`src/rtl/soc_bram_arb.sv`:
```
// Two-port arbiter in front of one soc_bram_ctl: registers the winning request, strobes the BRAM once, waits for ack or watchdog.
// Optional feature macro SOC_BRAM_ARB_RR_EN: round-robin tie-break instead of fixed p0 priority.
module soc_bram_arb #(
    parameter int addr_width = 8,
    parameter int timeout    = 15,
    parameter int tw         = 4
) (
    input  logic                  i_clk,
    input  logic                  i_reset,
    input  logic [addr_width-1:0] i_p0_addr,
    input  logic [31:0]           i_p0_dwrite,
    input  logic                  i_p0_rw,
    input  logic                  i_p0_stb,
    output logic [31:0]           o_p0_dread,
    output logic                  o_p0_ack,
    output logic                  o_p0_err,
    input  logic [addr_width-1:0] i_p1_addr,
    input  logic [31:0]           i_p1_dwrite,
    input  logic                  i_p1_rw,
    input  logic                  i_p1_stb,
    output logic [31:0]           o_p1_dread,
    output logic                  o_p1_ack,
    output logic                  o_p1_err,
    output logic [addr_width-1:0] o_mem_addr,
    output logic [31:0]           o_mem_dwrite,
    output logic                  o_mem_rw,
    output logic                  o_mem_stb,
    input  logic [31:0]           i_mem_dread,
    input  logic                  i_mem_ack,
    output logic                  o_busy
);

    typedef enum logic [1:0] {
        IDLE,
        ISSUE,
        WAIT,
        DONE
    } state_t;

    localparam logic [tw-1:0] wd_limit = tw'((timeout == 0) ? 0 : timeout - 1);

    state_t        state;
    state_t        state_next;
    logic          grant;
    logic          err_flag;
    logic [tw-1:0] watchdog;
    logic          any_req;
    logic          pick_p1;
    logic          wd_expired;

    assign any_req    = i_p0_stb || i_p1_stb;
    assign wd_expired = (timeout != 0) && (watchdog == wd_limit);

`ifdef SOC_BRAM_ARB_RR_EN
    // last_grant is 1 when p1 was served last; on a tie the other port wins.
    logic last_grant;

    assign pick_p1 = i_p1_stb && (!i_p0_stb || !last_grant);

    always_ff @(posedge i_clk) begin
        if (i_reset) begin
            last_grant <= 1'b1;
        end else if (state == IDLE && any_req) begin
            last_grant <= pick_p1;
        end
    end
`else
    assign pick_p1 = i_p1_stb && !i_p0_stb;
`endif

    always_ff @(posedge i_clk) begin
        if (i_reset) begin
            state <= IDLE;
        end else begin
            state <= state_next;
        end
    end

    always_comb begin
        state_next = state;
        case (state)
            IDLE:    if (any_req) state_next = ISSUE;
            ISSUE:   state_next = WAIT;
            WAIT:    if (i_mem_ack || wd_expired) state_next = DONE;
            DONE:    state_next = IDLE;
            default: state_next = IDLE;
        endcase
    end

    assign o_mem_stb = (state == ISSUE);
    assign o_busy    = (state != IDLE);
    assign o_p0_ack  = (state == DONE) && !grant;
    assign o_p1_ack  = (state == DONE) && grant;
    assign o_p0_err  = o_p0_ack && err_flag;
    assign o_p1_err  = o_p1_ack && err_flag;

    // Request is latched only in IDLE; o_mem_* stay frozen through WAIT since the BRAM read mux uses addr[1:0].
    always_ff @(posedge i_clk) begin
        if (i_reset) begin
            grant        <= 1'b0;
            err_flag     <= 1'b0;
            watchdog     <= '0;
            o_mem_addr   <= '0;
            o_mem_dwrite <= '0;
            o_mem_rw     <= 1'b0;
            o_p0_dread   <= '0;
            o_p1_dread   <= '0;
        end else begin
            case (state)
                IDLE: begin
                    if (any_req) begin
                        grant        <= pick_p1;
                        err_flag     <= 1'b0;
                        o_mem_addr   <= pick_p1 ? i_p1_addr   : i_p0_addr;
                        o_mem_dwrite <= pick_p1 ? i_p1_dwrite : i_p0_dwrite;
                        o_mem_rw     <= pick_p1 ? i_p1_rw     : i_p0_rw;
                    end
                end
                ISSUE: begin
                    watchdog <= '0;
                end
                WAIT: begin
                    if (i_mem_ack) begin
                        if (grant) o_p1_dread <= i_mem_dread;
                        else       o_p0_dread <= i_mem_dread;
                    end else if (wd_expired) begin
                        err_flag <= 1'b1;
                        if (grant) o_p1_dread <= '0;
                        else       o_p0_dread <= '0;
                    end else begin
                        watchdog <= watchdog + tw'(1);
                    end
                end
                default: ;
            endcase
        end
    end

endmodule

```
`config.mk`:
```
export PLATFORM = sky130hd
export DESIGN_NAME = soc_bram_arb
export DESIGN_NICKNAME = d
export VERILOG_FILES = /design/src/rtl/soc_bram_arb.sv
export SDC_FILE = /design/constraint.sdc
export NUM_CORES = 1
export LEC_CHECK = 0
export CORE_MARGIN = 2
export CORE_UTILIZATION = 41
export CTS_CLUSTER_SIZE = 30
export DETAILED_ROUTE_END_ITERATION = 10
export HOLD_SLACK_MARGIN = 0.1
export PLACE_DENSITY = 0.81
export SYNTH_ARGS = -nofsm -noshare
export SYNTH_HDL_FRONTEND = slang
export SYNTH_SLANG_ARGS = --single-unit
```
`constraint.sdc`:
```
create_clock -name i_clk -period 2.3 [get_ports i_clk]
set_clock_uncertainty 0.1 [all_clocks]
set_input_delay 0.46 -clock i_clk [delete_from_list [all_inputs] [get_ports i_clk]]
set_output_delay 0.46 -clock i_clk [all_outputs]
set_load 0.005 [all_outputs]
```
==> flow_summary_export.csv <==
group,metric,value,unit
place,routabilityCongestion,0.849,
timing,drv_slew,0,
routing,dr.pass1.iters,6,
critical_path,r2r-end,"o_p0_dread[11]$_SDFFE_PP0P_",
die,core,11300,um^2
critical_path,crit_path_start,"state[0]$_SDFFE_PP0P_",
grt,grt_usage,0.228,
timing,whs,0.372,ns
clock_network,cts_hold_buf,0,
routing,ant_nets,0,
critical_path,cp_max_fo,6,
timing,hold_viol_final,0,
die,die_w,111,um
routing,via_per_inst,5.17,
synthesis,synth_top_area_cell,"dfxtp_1",
routing,num_vias,4615,
place,dp_hpwl,9.96,mm
synthesis,synth_ff_type,"dfxtp_1",
timing,slew_headroom,0.595,
critical_path,reg2reg_slack,0.42,ns
timing,tightest_slew,0.607,ns
min_path,min_path_type,"reg -> reg",
layout,layout-drive-gt1-share,0.0681,
critical_path,end_kind,"primary output",
min_path,hold_path_startpoint,"o_p0_dread[10]$_SDFFE_PP0P_",
die,pin_count,230,
grt,grt_pass1_wl,22.8,mm
min_path,holdPathStages,2,
min_path,hold_end,"o_p0_dread[10]$_SDFFE_PP0P_",
synthesis,ys_seq_elements,113,
synthesis,syn_inst,528,
clock_network,clkTransAtPathRegs,0.05,ns
synthesis,syn-cell-area,4680,um^2
die,start_util,0.415,
layout,area_growth,63.2,%
routing,wl,13.9,mm
synthesis,yosysMostFrequentCell,"dfxtp_1",
synthesis,avgSynthCellArea,8.87,um^2
synthesis,synth_common_cells,"113 x dfxtp_1, 67 x a21oi_1, 66 x nand2_1",
power_and_ir_drop,ir_drop,0.455,mV
synthesis,yosysTopAreaCellShare,0.483,
synthesis,ys_seq_area_frac,0.483,
clock_network,numCtsBuffers,17,
grt,grt_antenna_before_repair,0,
synthesis,synthTopCellsByArea,"dfxtp_1 48%, mux2i_1 8.8%, a21oi_1 7.2%",
clock_network,clkLatencyLatePin,0.40,ns
timing,finalCritPeriodShare,0.963,
power_and_ir_drop,power_density,985,nW/um^2
critical_path,crit_type,"reg -> out",
timing,tns,0,ns
grt,grt.overflow.total,0,
layout,fin_area,7640,um^2
clock_network,clock-root-buffer,"clkbuf_16",
critical_path,worstPathRequired,1.74,ns
critical_path,cp-start-kind,"flop",
layout,nNetsFinal,861,
die,dieHeight,111,um
synthesis,synth_nets,653,
synthesis,yosys_warnings,0,
die,rows,39,
clock_network,htree_levels,4,
synthesis,synth_cell_types,38,
critical_path,timing.rr.start,"state[0]$_SDFFE_PP0P_",
timing,rsz0062_at_grt,"false",
synthesis,synth-async-reset-ratio,0,
grt,grt_pass1_vias,4704,
routing,drc,0,
clock_network,cts_sinks,113,
critical_path,reg2reg_depth,5,
place,post_dp_cell_area,7000,um^2
grt,grt_max_degree,63,
routing,wl_met2,7.01,mm
routing,met1Wirelength,5.41,mm
power_and_ir_drop,p_leak,2.74,nW
timing,setup_viol,0,
clock_network,cts_tree,"built",
routing,drt-wirelength-per-cell,15.6,um
timing,min_period,2.21,ns
timing,fmax,452,MHz
clock_network,max-clock-path-buffers,2,
routing,dr.max_layer_used,"met4",
critical_path,crit_arrival,1.65,ns
layout,n_antenna_cell,0,
routing,wl_met3,1.20,mm
place,portBuffers,229,
synthesis,synth_edf_count,0,
die,dieArea,12300,um^2
job,maxCapViolations,0,
routing,first_iter_violations,358,
run_status,status,"complete, no violations",
cells by family after synthesis:
kind of cell / after synthesis / synth area share
muxes: 41 / 0.0877
and+or+nand+nor: 130 / 0.119
DFF: 113 / 0.483
AOI/OAI and AO/OA: 184 / 0.228
adders and majority gates: 6 / 0.0160
buffers and inverters: 54 / 0.0660
final cells by class:
cell class	count	area (um^2)
clock buffers	20	467
clock inverters	12	158
fillers	900	3630
inverters	6	22.5
multi-input cells	361	2120
flip-flops and latches	113	2270
well taps	143	179
repair buffers	237	2430
where the power goes:
group	switching [W]	internal, W
clock network	0.000914	0.00179
logic	0.00105	0.00122
registers	0.000214	0.00233
cells in the final DEF (no fill, tap or decap), drive strengths merged, types with 2 or more instances in the layout:
master	synthesis	routed
a211oi	42	42
a21oi	67	67
a31oi	2	2
and2	2	2
and2b	2	2
and3	3	3
buf	22	9
bufinv	0	3
clkbuf	26	20
clkdlybuf4s50	0	227
clkinv	0	6
clkinvlp	0	3
dfxtp	113	113
ha	6	6
inv	6	6
mux2i	41	41
nand2	66	66
nand2b	2	2
nand3	2	2
nor2	41	41
nor3	3	3
o211ai	2	2
o21a	2	2
o21ai	65	65
or3	2	2
worst max-delay path: stages (launching register included):
cell             delay, ns
dfxtp_4               0.36
inv_1                 0.06
ha_1                  0.27
inv_1                 0.07
clkdlybuf4s50_1       0.49
how the worst max path moves through the flow:
stage | slack [ns] | endpoint | cells past startpoint
floorplan | 0.72 | watchdog[0]$_SDFFE_PP0P_ | 6
global placement | 0.27 | o_mem_dwrite[26]$_SDFFE_PP0P_ | 5
detailed placement | 0.11 | o_p0_dread[2]$_SDFFE_PP0P_ | 5
CTS | 0.01 | o_p0_err | 4
global route | 0.003 | o_busy | 4
finish | 0.09 | o_busy | 4
stage by stage:
| step | utilization | power, W | cells | worst slack, ns |
|---|---|---|---|---|
| 4_1_cts | 0.677 | 0.00759 | 892 | 0.0145 |
| 2_1_floorplan | - | 0.00364 | 528 | 0.723 |
| 6_report | 0.678 | 0.00753 | 892 | 0.0855 |
| 3_3_place_gp | 0.621 | 0.00478 | 860 | 0.275 |
| 3_5_place_dp | 0.621 | 0.00486 | 860 | 0.107 |
| 5_1_grt | 0.678 | 0.00792 | 892 | 0.00277 |
timing repair:
| item | 4_1_cts | 5_1_grt |
|---|---|---|
| setup endpoints to repair | 2 | 10 |
| setup buffers | 0 | 0 |
| resized for setup | 3 | 4 |
routing by layer:
layer  GRT usage  up-vias
met5           0        -
met4       0.100        0
met3      0.0891       22
met2       0.391      197
met1       0.251     2115
li1            -     2281
sequential cells by signal (all words and copies together) (netlist names):
name,count
err_flag,1
state,2
o_p1_dread,32
grant,1
o_mem_addr,8
o_mem_rw,1
watchdog,4
o_p0_dread,32
o_mem_dwrite,32
Power figures use the tool's default switching activity.
